<file path="src/rtl/sparserdes_sched.sv">
`default_nettype none
// ============================================================================
// Module   : sparserdes_sched
// Brief    : Round-robin scheduler sharing one sparserdes core among NREQ
//            requesters. Optional WAIT watchdog: SPARSERDES_SCHED_TIMEOUT_EN.
// Revision : 1.0 - initial release
// ============================================================================
module sparserdes_sched #(
  parameter int NREQ    = 4,
  parameter int ADDR_W  = 3,
  parameter int TIMEOUT = 15
) (
  input  logic                     clk,
  input  logic                     rst_n,
  input  logic [NREQ-1:0]          req,
  input  logic [NREQ*ADDR_W-1:0]   addr,
  output logic [NREQ-1:0]          ack,
  output logic                     err,
  output logic                     busy,
  output logic [$clog2(NREQ)-1:0]  gnt_id,
  output logic [2:0]               core_instr,
  output logic [ADDR_W-1:0]        core_addr,
  input  logic                     core_done
);

  localparam int         c_gw    = $clog2(NREQ);
  localparam logic [2:0] c_nop   = 3'b000;
  localparam logic [2:0] c_load  = 3'b001;
  localparam logic [2:0] c_send  = 3'b010;
  localparam logic [2:0] c_abort = 3'b111;

  typedef enum logic [2:0] {
    S_IDLE = 3'd0,
    S_LOAD = 3'd1,
    S_SEND = 3'd2,
    S_WAIT = 3'd3,
    S_ACK  = 3'd4,
    S_ABRT = 3'd5
  } state_t;

  state_t              state_q, state_d;
  logic [NREQ-1:0]     ack_q, ack_d;
  logic                busy_q, busy_d;
  logic [c_gw-1:0]     gnt_q, gnt_d;
  logic [c_gw-1:0]     last_q, last_d;
  logic [2:0]          instr_q, instr_d;
  logic [ADDR_W-1:0]   caddr_q, caddr_d;

  logic [c_gw-1:0]     w_pick;
  logic [ADDR_W-1:0]   w_pick_addr;
  logic [NREQ-1:0]     w_gnt_oh;
  int                  w_best;
  int                  w_dist;

  // Priority distance from last_q+1; the smallest distance among active
  // requests wins, which gives round-robin order.
  always_comb begin
    w_pick      = '0;
    w_pick_addr = '0;
    w_best      = NREQ;
    w_dist      = 0;
    for (int j = 0; j < NREQ; j++) begin
      w_gnt_oh[j] = (gnt_q == c_gw'(j));
      if (req[j]) begin
        w_dist = (j + NREQ - 1 - int'(last_q)) % NREQ;
        if (w_dist < w_best) begin
          w_best      = w_dist;
          w_pick      = c_gw'(j);
          w_pick_addr = addr[j*ADDR_W +: ADDR_W];
        end
      end
    end
  end

`ifdef SPARSERDES_SCHED_TIMEOUT_EN
  logic [7:0] wdog_q, wdog_d;
  logic       err_q, err_d;
`endif

  always_comb begin
    state_d = state_q;
    ack_d   = '0;
    gnt_d   = gnt_q;
    last_d  = last_q;
    instr_d = c_nop;
    caddr_d = '0;
`ifdef SPARSERDES_SCHED_TIMEOUT_EN
    wdog_d  = wdog_q;
    err_d   = 1'b0;
`endif
    case (state_q)
      S_IDLE: begin
        if (|req) begin
          state_d = S_LOAD;
          gnt_d   = w_pick;
          instr_d = c_load;
          caddr_d = w_pick_addr;
        end
      end
      S_LOAD: begin
        state_d = S_SEND;
        instr_d = c_send;
      end
      S_SEND: begin
        state_d = S_WAIT;
`ifdef SPARSERDES_SCHED_TIMEOUT_EN
        wdog_d  = '0;
`endif
      end
      S_WAIT: begin
        if (core_done) begin
          state_d = S_ACK;
          ack_d   = w_gnt_oh;
        end
`ifdef SPARSERDES_SCHED_TIMEOUT_EN
        else if (wdog_q == 8'(TIMEOUT - 1)) begin
          state_d = S_ABRT;
          instr_d = c_abort;
        end else begin
          wdog_d  = wdog_q + 8'd1;
        end
      end
      S_ABRT: begin
        state_d = S_ACK;
        ack_d   = w_gnt_oh;
        err_d   = 1'b1;
`endif
      end
      S_ACK: begin
        state_d = S_IDLE;
        last_d  = gnt_q;
      end
      default: state_d = S_IDLE;
    endcase
    busy_d = (state_d != S_IDLE);
  end

  always_ff @(posedge clk or negedge rst_n) begin
    if (!rst_n) begin
      state_q <= S_IDLE;
      ack_q   <= '0;
      busy_q  <= 1'b0;
      gnt_q   <= '0;
      last_q  <= c_gw'(NREQ - 1);
      instr_q <= c_nop;
      caddr_q <= '0;
`ifdef SPARSERDES_SCHED_TIMEOUT_EN
      wdog_q  <= '0;
      err_q   <= 1'b0;
`endif
    end else begin
      state_q <= state_d;
      ack_q   <= ack_d;
      busy_q  <= busy_d;
      gnt_q   <= gnt_d;
      last_q  <= last_d;
      instr_q <= instr_d;
      caddr_q <= caddr_d;
`ifdef SPARSERDES_SCHED_TIMEOUT_EN
      wdog_q  <= wdog_d;
      err_q   <= err_d;
`endif
    end
  end

  assign ack        = ack_q;
  assign busy       = busy_q;
  assign gnt_id     = gnt_q;
  assign core_instr = instr_q;
  assign core_addr  = caddr_q;
`ifdef SPARSERDES_SCHED_TIMEOUT_EN
  assign err        = err_q;
`else
  assign err        = 1'b0;
`endif

endmodule
`default_nettype wire

</file>
<file path="config.mk">
export PLATFORM = sky130hd
export DESIGN_NAME = sparserdes_sched
export DESIGN_NICKNAME = d
export VERILOG_FILES = /design/src/rtl/sparserdes_sched.sv
export SDC_FILE = /design/constraint.sdc
export NUM_CORES = 1
export LEC_CHECK = 0
export ABC_AREA = 1
export BUFFER_PORTS_ARGS = -buffer_cell sky130_fd_sc_hd__buf_4
export CAP_MARGIN = 30
export CORE_MARGIN = 2
export CORE_UTILIZATION = 43
export DETAILED_ROUTE_END_ITERATION = 8
export GPL_TIMING_DRIVEN = 1
export HOLD_SLACK_MARGIN = 0.03
export PLACE_DENSITY = 0.73
export SYNTH_ARGS = -nofsm -noshare
export SYNTH_HDL_FRONTEND = slang
export SYNTH_SLANG_ARGS = --single-unit
</file>
<file path="constraint.sdc">
create_clock -name clk -period 2.5 [get_ports clk]
set_clock_uncertainty 0.15 [all_clocks]
set_input_delay 0.5 -clock clk [delete_from_list [all_inputs] [get_ports clk]]
set_output_delay 0.5 -clock clk [all_outputs]
set_load 0.05 [all_outputs]
</file>
==> flow_summary.toml, run 1 <==
[clock_tree]
path_clk_slew_ps = 100
htreeDepth = 1
cts-buffers-inserted = 3
cts_root_buf = "clkbuf_4"
clockBufferDepth = 2
cts_tree = "done"
cts_num_sinks = 17
insertion_delay_ps = 290

[layout]
multi_input_area_um2 = 447
regArea_um2 = 428
fin_util_pct = 67.0
num_antenna_cells = 0
num-fill-cells = 180
drive_above_1_share_pct = 37.1
postLayoutCellArea_um2 = 1350
num-nets-final = 192
area_growth_pct = 43.9

[sta]
grt_setup_unrepaired = "yes"
maxSlewViolCount = 0
setup_violations = 5
hold_violations = 0
fin_hold_ws_ps = 363
finalCriticalPeriod_ps = 2600
setup_ws_ps = -99.7
fin_crit_sh_pct = 104
timing.fmax_mhz = 385

[drt]
drc = 0
final_antenna_net_count = 0
drt-total-wl_mm = 2.21
dr.pass1.iters = 5
vias_per_cell = 4.79
via_count = 943
routedWlPerCell_um = 11.2
drtIter0Drc = 15

[worst_hold_path]
min_from = "req[3]"
hold_class = "input pin to flop"

[setup_path]
startpoint = "last_q[1]"
cp.required_ps = 2560
end_kind = "flop"
setup.worst_path.class = "flop to flop"
r2r_start = "last_q[1]"
crit_arrival_ps = 2660
cp_max_fo = 5
cp-start-kind = "flop"

[placement]
dp_hpwl_mm = 1.75
portBuffers = 30
gp_congestion = 0.794
placed_area_um2 = 1280

[global_routing]
grt_overflow = 0
grt_max_degree = 18
grt_pass1_wl_mm = 3.82
first_global_vias = 970
grt_usage_pct = 19.7
antenna_found_initial = 0

[floorplan]
initial_utilization_pct = 46.5
die_y_um = 50.8
num_rows = 16
ios = 33
die_w_um = 50.8
dieArea_um2 = 2580
coreArea_um2 = 2020

[flow_run]
maxCapViolCount = 0

[pwr]
p_leak_uw = 0.000748
cellPowerDensity_nw_per_um2 = 1250
finalPower_uw = 1700
ir_worst_vdd_mv = 0.728

[logic_synthesis]
yosys_warnings = 0
avgSynthCellArea_um2 = 7.65
netlist_area_um2 = 941
yosysSeqAreaShare_pct = 45.5
ys_seq_elements = 17
synth_cell_types = 21
syn_inst = 123

[run_status]
violations = "negative setup slack"
status = "finished with violations"
## stage by stage
step | setup WS, ps | cells | setup TNS [ps]
2_1_floorplan | 3.57 | 124 | 0
3_3_place_gp | -160 | 187 | -671
3_5_place_dp | -239 | 187 | -1020
4_1_cts | -94.2 | 197 | -339
5_1_grt | -282 | 197 | -1180
6_report | -99.7 | 197 | -318
## worst paths after layout
path	to	slack, ps	cells past startpoint
worst min register to register	ack[1]	370	1
max in group asynchronous	last_q[1]	1510	2
worst min-delay path	gnt_id[0]	360	3
min in group asynchronous	state_q[1]	450	2
worst max-delay path	core_addr[0]	-100	15
worst max register to register	core_addr[0]	-100	15
## cell usage in the layout, fill, tap and decap left out, drive strengths merged
master,netlist,layout
clkbuf,0,3
ha,2,2
dfrtp,15,15
o21ai,8,8
nor3,4,4
dfstp,2,2
inv,22,22
clkinvlp,0,1
dlygate4sd3,0,1
nand3,4,4
a21boi,1,1
xor2,1,1
nor2,16,16
a21oi,5,5
buf,2,43
nand2,32,32
conb,1,2
a22oi,1,1
nand4,6,6
or2,1,1
## cells in the mapped netlist
master,count,area [µm²]
nand2_1,26,97.6
inv_1,22,82.6
dfrtp_1,15,375
nor2_1,15,56.3
o21ai_0,7,35.0
nand2_2,6,37.5
nand4_1,6,37.5
a21oi_1,5,25.0
nor3_1,4,20.0
nand3_1,3,15.0
buf_4,2,15.0
dfstp_2,2,52.6
ha_1,2,25.0
a21boi_0,1,7.51
a22oi_1,1,7.51
conb_1,1,3.75
nand3_4,1,17.5
nor2_2,1,6.26
o21ai_2,1,8.76
or2_2,1,6.26
xor2_1,1,8.76
## critical path, stage by stage, from the launching register on
cell      delay (ps)
dfstp_2          600
xor2_2           200
ha_4             230
nand2_2           60
nand2_2           60
a21oi_2          170
inv_1             70
nor2_1            80
o21ai_1           80
ha_1             260
a21boi_2         150
nand2_2          100
nand3_4          100
nand2_1           70
inv_1             40
nor2_1            90
## repair_timing
item | CTS | global route
setup buffers | 5 | 0
pin swaps | 6 | 5
hold endpoints to repair | 15 | 0
endpoints found under the setup margin | 5 | 5
hold buffers | 1 | 0
gates cloned | 0 | 0
gates resized for setup | 1 | 0
## cell type report
class / instances / share of cell area (%)
multi-input combinational: 83 / 33.0
sequential: 17 / 31.6
timing repair buffer: 44 / 24.6
inverter: 22 / 6.10
tap: 27 / 2.50
clock buffer: 3 / 1.66
clock inverter: 1 / 0.555
## report_power, final
group          switching, µW  internal [µW]
Sequential              75.0            384
Combinational            667            424
Clock                   85.6           60.8
## logic make-up (layout without fill, tap and decap cells)
group,count (synthesis),count (layout),synth area share (%)
compound gates,15,15,8.91
xor+xnor,1,1,0.931
flops,17,17,45.5
simple gates,63,63,31.3
buf+inv,24,70,10.4
fa+ha+maj,2,2,2.66
other cells,1,2,0.399
## registers in the layout (all words and copies together) (netlist names)
register	flops
busy	1
core_addr	3
core_instr	2
last_q	2
gnt_id	2
ack	4
state_q	3
## metal layers
layer  track usage, %  up-vias  wire (µm)
met5                0        -          0
met4             10.4        0         45
met3            0.893        4         91
met2             35.3       27       1160
met1             23.6      435        907
li1                 -      477          -
(Power assumes the default switching activity.)
==> run 2: changes to the inputs <==
Settings changed: REMOVE_ABC_BUFFERS from default to 1.
==> flow_summary.toml, run 2 (same netlist as run 1, synthesis figures left out) <==
[setup_path]
crit_path_frequent_cell = "nand2_2"
r2r_cells = 15
cp-start-kind = "flop"
cp_max_fo = 5
slowest_stage = "dfstp_2"
reg2reg_slack_ps = -150
critPathBufInv = 2
r2r_start = "last_q[1]"
crit_path_max_incr_delay_ps = 600
path_depth = 15
crit_arrival_ps = 2710
end_kind = "flop"
cp_top_family = "simple AND/OR/NAND/NOR gates"
crit_chain = "xor2_2 -> ha_1 -> nand2_2 -> nand2_2 -> a21oi_4 -> inv_2 -> nor2_1 -> o21ai_1 -> ha_1 -> a21boi_1 -> nand2_2 -> nand3_4 -> nand2_2 -> inv_1 -> nor2_1"
reg2reg_to = "core_addr[2]"
setup.worst_path.class = "flop to flop"
cp.required_ps = 2560

[layout]
num-nets-final = 188
layout_common_cells = "buf_4, nand2_1, inv_1, dfrtp_1, nor2_1"
area_growth_pct = 39.9
largest_register_ffs = 4
fin_util_pct = 65.1
num_antenna_cells = 0
final_common_cell = "buf_4"
drive_above_1_share_pct = 35.5

[worst_hold_path]
hold_class = "flop to flop"
min_to = "core_instr[1]"
min_from = "state_q[1]"
hold_depth = 1

[sta]
fin_hold_ws_ps = 359
hold_violations = 0
finalCriticalPeriod_ps = 2650
timing.fmax_mhz = 377
setup_ws_ps = -152
setup-tns-final_ps = -597
maxSlewViolCount = 0
setup_violations = 5
fin_crit_sh_pct = 106
grt_setup_unrepaired = "yes"

[drt]
dr.pass1.iters = 4
vias_per_cell = 4.73
final_antenna_net_count = 0
routedWlPerCell_um = 10.7
drtIter0Drc = 16
drt-total-wl_mm = 2.07
via_count = 912
drc = 0

[floorplan]
ios = 33
die_w_um = 50.8
initial_utilization_pct = 46.5
num_rows = 16
die_y_um = 50.8
coreArea_um2 = 2020
dieArea_um2 = 2580

[clock_tree]
htreeDepth = 1
insertion_delay_ps = 280
cts-buffers-inserted = 3
cts_num_sinks = 17
clockBufferDepth = 2
cts_root_buf = "clkbuf_4"
path_clk_slew_ps = 90
cts_tree = "done"

[global_routing]
grt_overflow = 0
antenna_found_initial = 0
grt_pass1_wl_mm = 3.72
grt_max_degree = 18
grt_usage_pct = 18.7
first_global_vias = 922

[run_status]
violations = "negative setup slack"
status = "finished with violations"

[pwr]
power_frac_clock_pct = 8.6
cellPowerDensity_nw_per_um2 = 1240
power_frac_seq_pct = 28.1
ir_worst_vdd_mv = 0.614
p_sw_uw = 809
p_int_uw = 824
finalPower_uw = 1630
p_comb_share_pct = 63.3
netSwitchingFraction_pct = 49.5
p_leak_uw = 0.000730

[placement]
dp_hpwl_mm = 1.71
portBuffers = 30
gp_congestion = 0.786
place_ws_ps = -475

[flow_run]
maxCapViolCount = 0
run 2: worst max-delay path by stage:
stage,from,to
floorplan,req[0],core_addr[0]
global placement,req[0],core_addr[0]
detailed placement,req[0],core_addr[2]
CTS,last_q[1],core_addr[2]
global route,last_q[1],core_addr[0]
finish,last_q[1],core_addr[2]
run 2: metrics by stage:
stage | std cells | area [µm²]
2_1_floorplan | 122 | 930
3_3_place_gp | 186 | 1240
3_5_place_dp | 186 | 1240
4_1_cts | 192 | 1300
5_1_grt | 193 | 1320
6_report | 193 | 1320
run 2: worst reg2reg max path: stages (launching register included):
cell and delay [ps]:
dfstp_2 600, xor2_2 170, ha_1 270, nand2_2 80
nand2_2 70, a21oi_4 160, inv_2 50, nor2_1 80
o21ai_1 90, ha_1 280, a21boi_1 140, nand2_2 120
nand3_4 100, nand2_2 70, inv_1 40, nor2_1 110
run 2: power groups by stage:
stage	sequential (µW)	clock (µW)	combinational (µW)
4_1_cts	458	143	1010
3_5_place_dp	458	0	987
2_1_floorplan	671	0	460
5_1_grt	472	158	1150
6_report	459	141	1030
3_3_place_gp	453	0	955
run 2: metal layers:
layer	share of wire, %	global-route usage [%]	up-vias
met5	0	0	-
li1	-	-	469
met1	43	23.4	412
met3	4.1	1.19	2
met2	52	31.8	29
met4	0.68	10.4	0
run 2: area by class of cell:
type / instances / area (µm²)
inverter: 22 / 82.6
clock buffer: 4 / 26.3
tap: 27 / 33.8
timing repair buffer: 40 / 303
multi-input combinational: 83 / 443
sequential: 17 / 428
fill: 175 / 706
run 2: timing repair:
action	CTS	global route
gates cloned	0	0
hold buffers	1	0
hold endpoints to repair	15	0
resized for setup	4	5
buffers inserted	1	1
pin swaps	0	2
setup endpoints to repair	5	5
==> run 3: changes to the inputs <==
Settings changed: ABC_AREA 1 to 0, CORE_UTILIZATION 43 to 44, PLACE_DENSITY 0.73 to 0.74.
==> flow_summary.toml, run 3 <==
[logic_synthesis]
synth_top_area_share_pct = 39.0
synth_edf_count = 0
yosysMostFrequentCell = "dfrtp_1"
synthArstFlopShare_pct = 100
synth_cell_types = 38
avgSynthCellArea_um2 = 10.8
synthTopCellsByArea = "dfrtp_1, dfstp_2, o211ai_1, a32oi_1, a21oi_1"
yosys_warnings = 0
synthFlopType = "dfrtp_1"
ys_seq_elements = 17
synth_top_cells_by_count = "dfrtp_1, a21oi_1, nor2_1"
yosysSeqAreaShare_pct = 44.5
yosysTopAreaCell = "dfrtp_1"
netlist_area_um2 = 962
syn_inst = 89

[global_routing]
gr-usage-met1_pct = 22.0
grt-busiest-layer = "met2"
grt_overflow = 0
use_met2_pct = 32.2
antenna_found_initial = 0
groute.layer.met3.usage_pct = 1.79
grt_usage_pct = 18.5
grt_pass1_wl_mm = 3.55
first_global_vias = 843
grt_max_degree = 18

[sta]
grt_setup_unrepaired = "yes"
finalCriticalPeriod_ps = 2720
setup_ws_ps = -225
max_slew_margin_pct = 34.6
hold_violations = 0
worst_pin_slew_ps = 973
maxSlewViolCount = 0
setup_violations = 5
fin_crit_sh_pct = 109
timing.fmax_mhz = 367

[layout]
final_common_cell = "buf_4"
num-nets-final = 152
postLayoutCellArea_um2 = 1360
largest_register_ffs = 4
fin_util_pct = 67.5
drive_above_1_share_pct = 50.8
layout_common_cells = "buf_4, dfrtp_1, nor2_1"
num_antenna_cells = 0
area_growth_pct = 41.7

[setup_path]
setup.worst_path.class = "flop to flop"
cp-start-kind = "flop"
crit_arrival_ps = 2720
end_kind = "flop"
r2r_start = "last_q[1]"
startpoint = "last_q[1]"
r2r_cells = 13
cp_max_fo = 4
cp.required_ps = 2490

[pwr]
ir_worst_vdd_mv = 0.814
p_leak_uw = 0.000623
cellPowerDensity_nw_per_um2 = 1300

[drt]
vias_per_cell = 5.44
dr.pass1.iters = 5
routedWlPerCell_um = 13.5
drc = 0
drt-total-wl_mm = 2.11
via_count = 854
final_antenna_net_count = 0
drtIter0Drc = 15

[floorplan]
die_y_um = 50.8
dieArea_um2 = 2580
initial_utilization_pct = 47.6
num_rows = 16
coreArea_um2 = 2020
die_w_um = 50.8
ios = 33

[clock_tree]
cts_tree = "done"
clockBufferDepth = 2
cts_num_sinks = 17
cts-buffers-inserted = 3
cts_root_buf = "clkbuf_4"
htreeDepth = 1
insertion_delay_ps = 280
path_clk_slew_ps = 90

[flow_run]
maxCapViolCount = 0

[worst_hold_path]
min_from = "addr[11]"
hold_class = "input pin to flop"
hold_depth = 3

[placement]
dp_hpwl_mm = 1.60
placed_area_um2 = 1240
gp_congestion = 0.837
portBuffers = 30
place_ws_ps = -379

[run_status]
status = "finished with violations"
violations = "negative setup slack"
-- run 3: cell types whose count changed after synthesis, moves of 3 or more --
| cell | before | now |
|---|---|---|
| a32oi_1 | 0 | 3 |
| inv_1 | 22 | 4 |
| nand2_1 | 26 | 4 |
| nand2_2 | 6 | 0 |
| nand2b_1 | 0 | 3 |
| nand4_1 | 6 | 3 |
| nor2_1 | 15 | 5 |
| o211ai_1 | 0 | 4 |
| o21ai_0 | 7 | 2 |
-- run 3: final cells by class --
cell class / instances / area, µm²
clock buffer: 4 / 26.3
fill: 154 / 658
inverter: 4 / 15.0
multi-input combinational: 63 / 536
sequential: 17 / 428
tap: 27 / 33.8
timing repair buffer: 42 / 325
-- run 3: stage by stage --
| step | hold slack [ps] | power, µW | TNS (ps) | cells |
|---|---|---|---|---|
| 2_1_floorplan | 54.4 | 1120 | -1180 | 84 |
| 3_3_place_gp | 217 | 1440 | -1110 | 150 |
| 3_5_place_dp | 220 | 1470 | -1510 | 150 |
| 4_1_cts | 311 | 1770 | -972 | 156 |
| 5_1_grt | 321 | 1880 | -1620 | 157 |
| 6_report | 317 | 1770 | -828 | 157 |
-- run 3: critical path: stages (launching register included) --
cell      delay [ps]
dfstp_2          570
xnor2_2          130
inv_1             60
ha_2             170
nand2b_4         140
a22oi_2          110
nor3_1            60
a21oi_1          130
ha_2             200
and4bb_4         210
buf_4            130
o31a_4           300
a31oi_4          150
a21oi_2           60
-- run 3: timing repair --
action | in CTS | in global routing
hold buffers | 1 | 0
endpoints found under the setup margin | 5 | 5
pin swaps | 14 | 9
buffers inserted | 1 | 1
gates resized for setup | 12 | 0
endpoints found under the hold margin | 15 | 0
gates cloned | 0 | 0
-- run 3: routing by layer --
metal,part of all wire [%],vias to the layer above
met5,0,-
met4,0,0
met3,6.1,0
met2,52,40
met1,42,402
li1,-,412
-- run 3: kinds of logic after synthesis --
family,Yosys count,share of synthesized area (%)
and+or+nand+nor,32,22.4
AOI/OAI and AO/OA,24,20.2
DFF,17,44.5
buffers and inverters,10,6.76
adders and majority gates,2,2.60
muxes,2,2.34
other,1,0.390
xor gates and xnor gates,1,0.910
-- run 3: final timing paths --
kind	end	slack (ps)
worst max-delay path	gnt_id[0]	-220
worst min-delay path	core_addr[2]	320
worst max register to register	gnt_id[0]	-220
worst min register to register	ack[2]	400
max in group asynchronous	last_q[1]	1490
min in group asynchronous	core_instr[1]	460
-- run 3: report_power, final --
part	switching (µW)	internal, µW
clock network	78.3	61.9
logic	626	521
registers	94.2	385
total	798	968
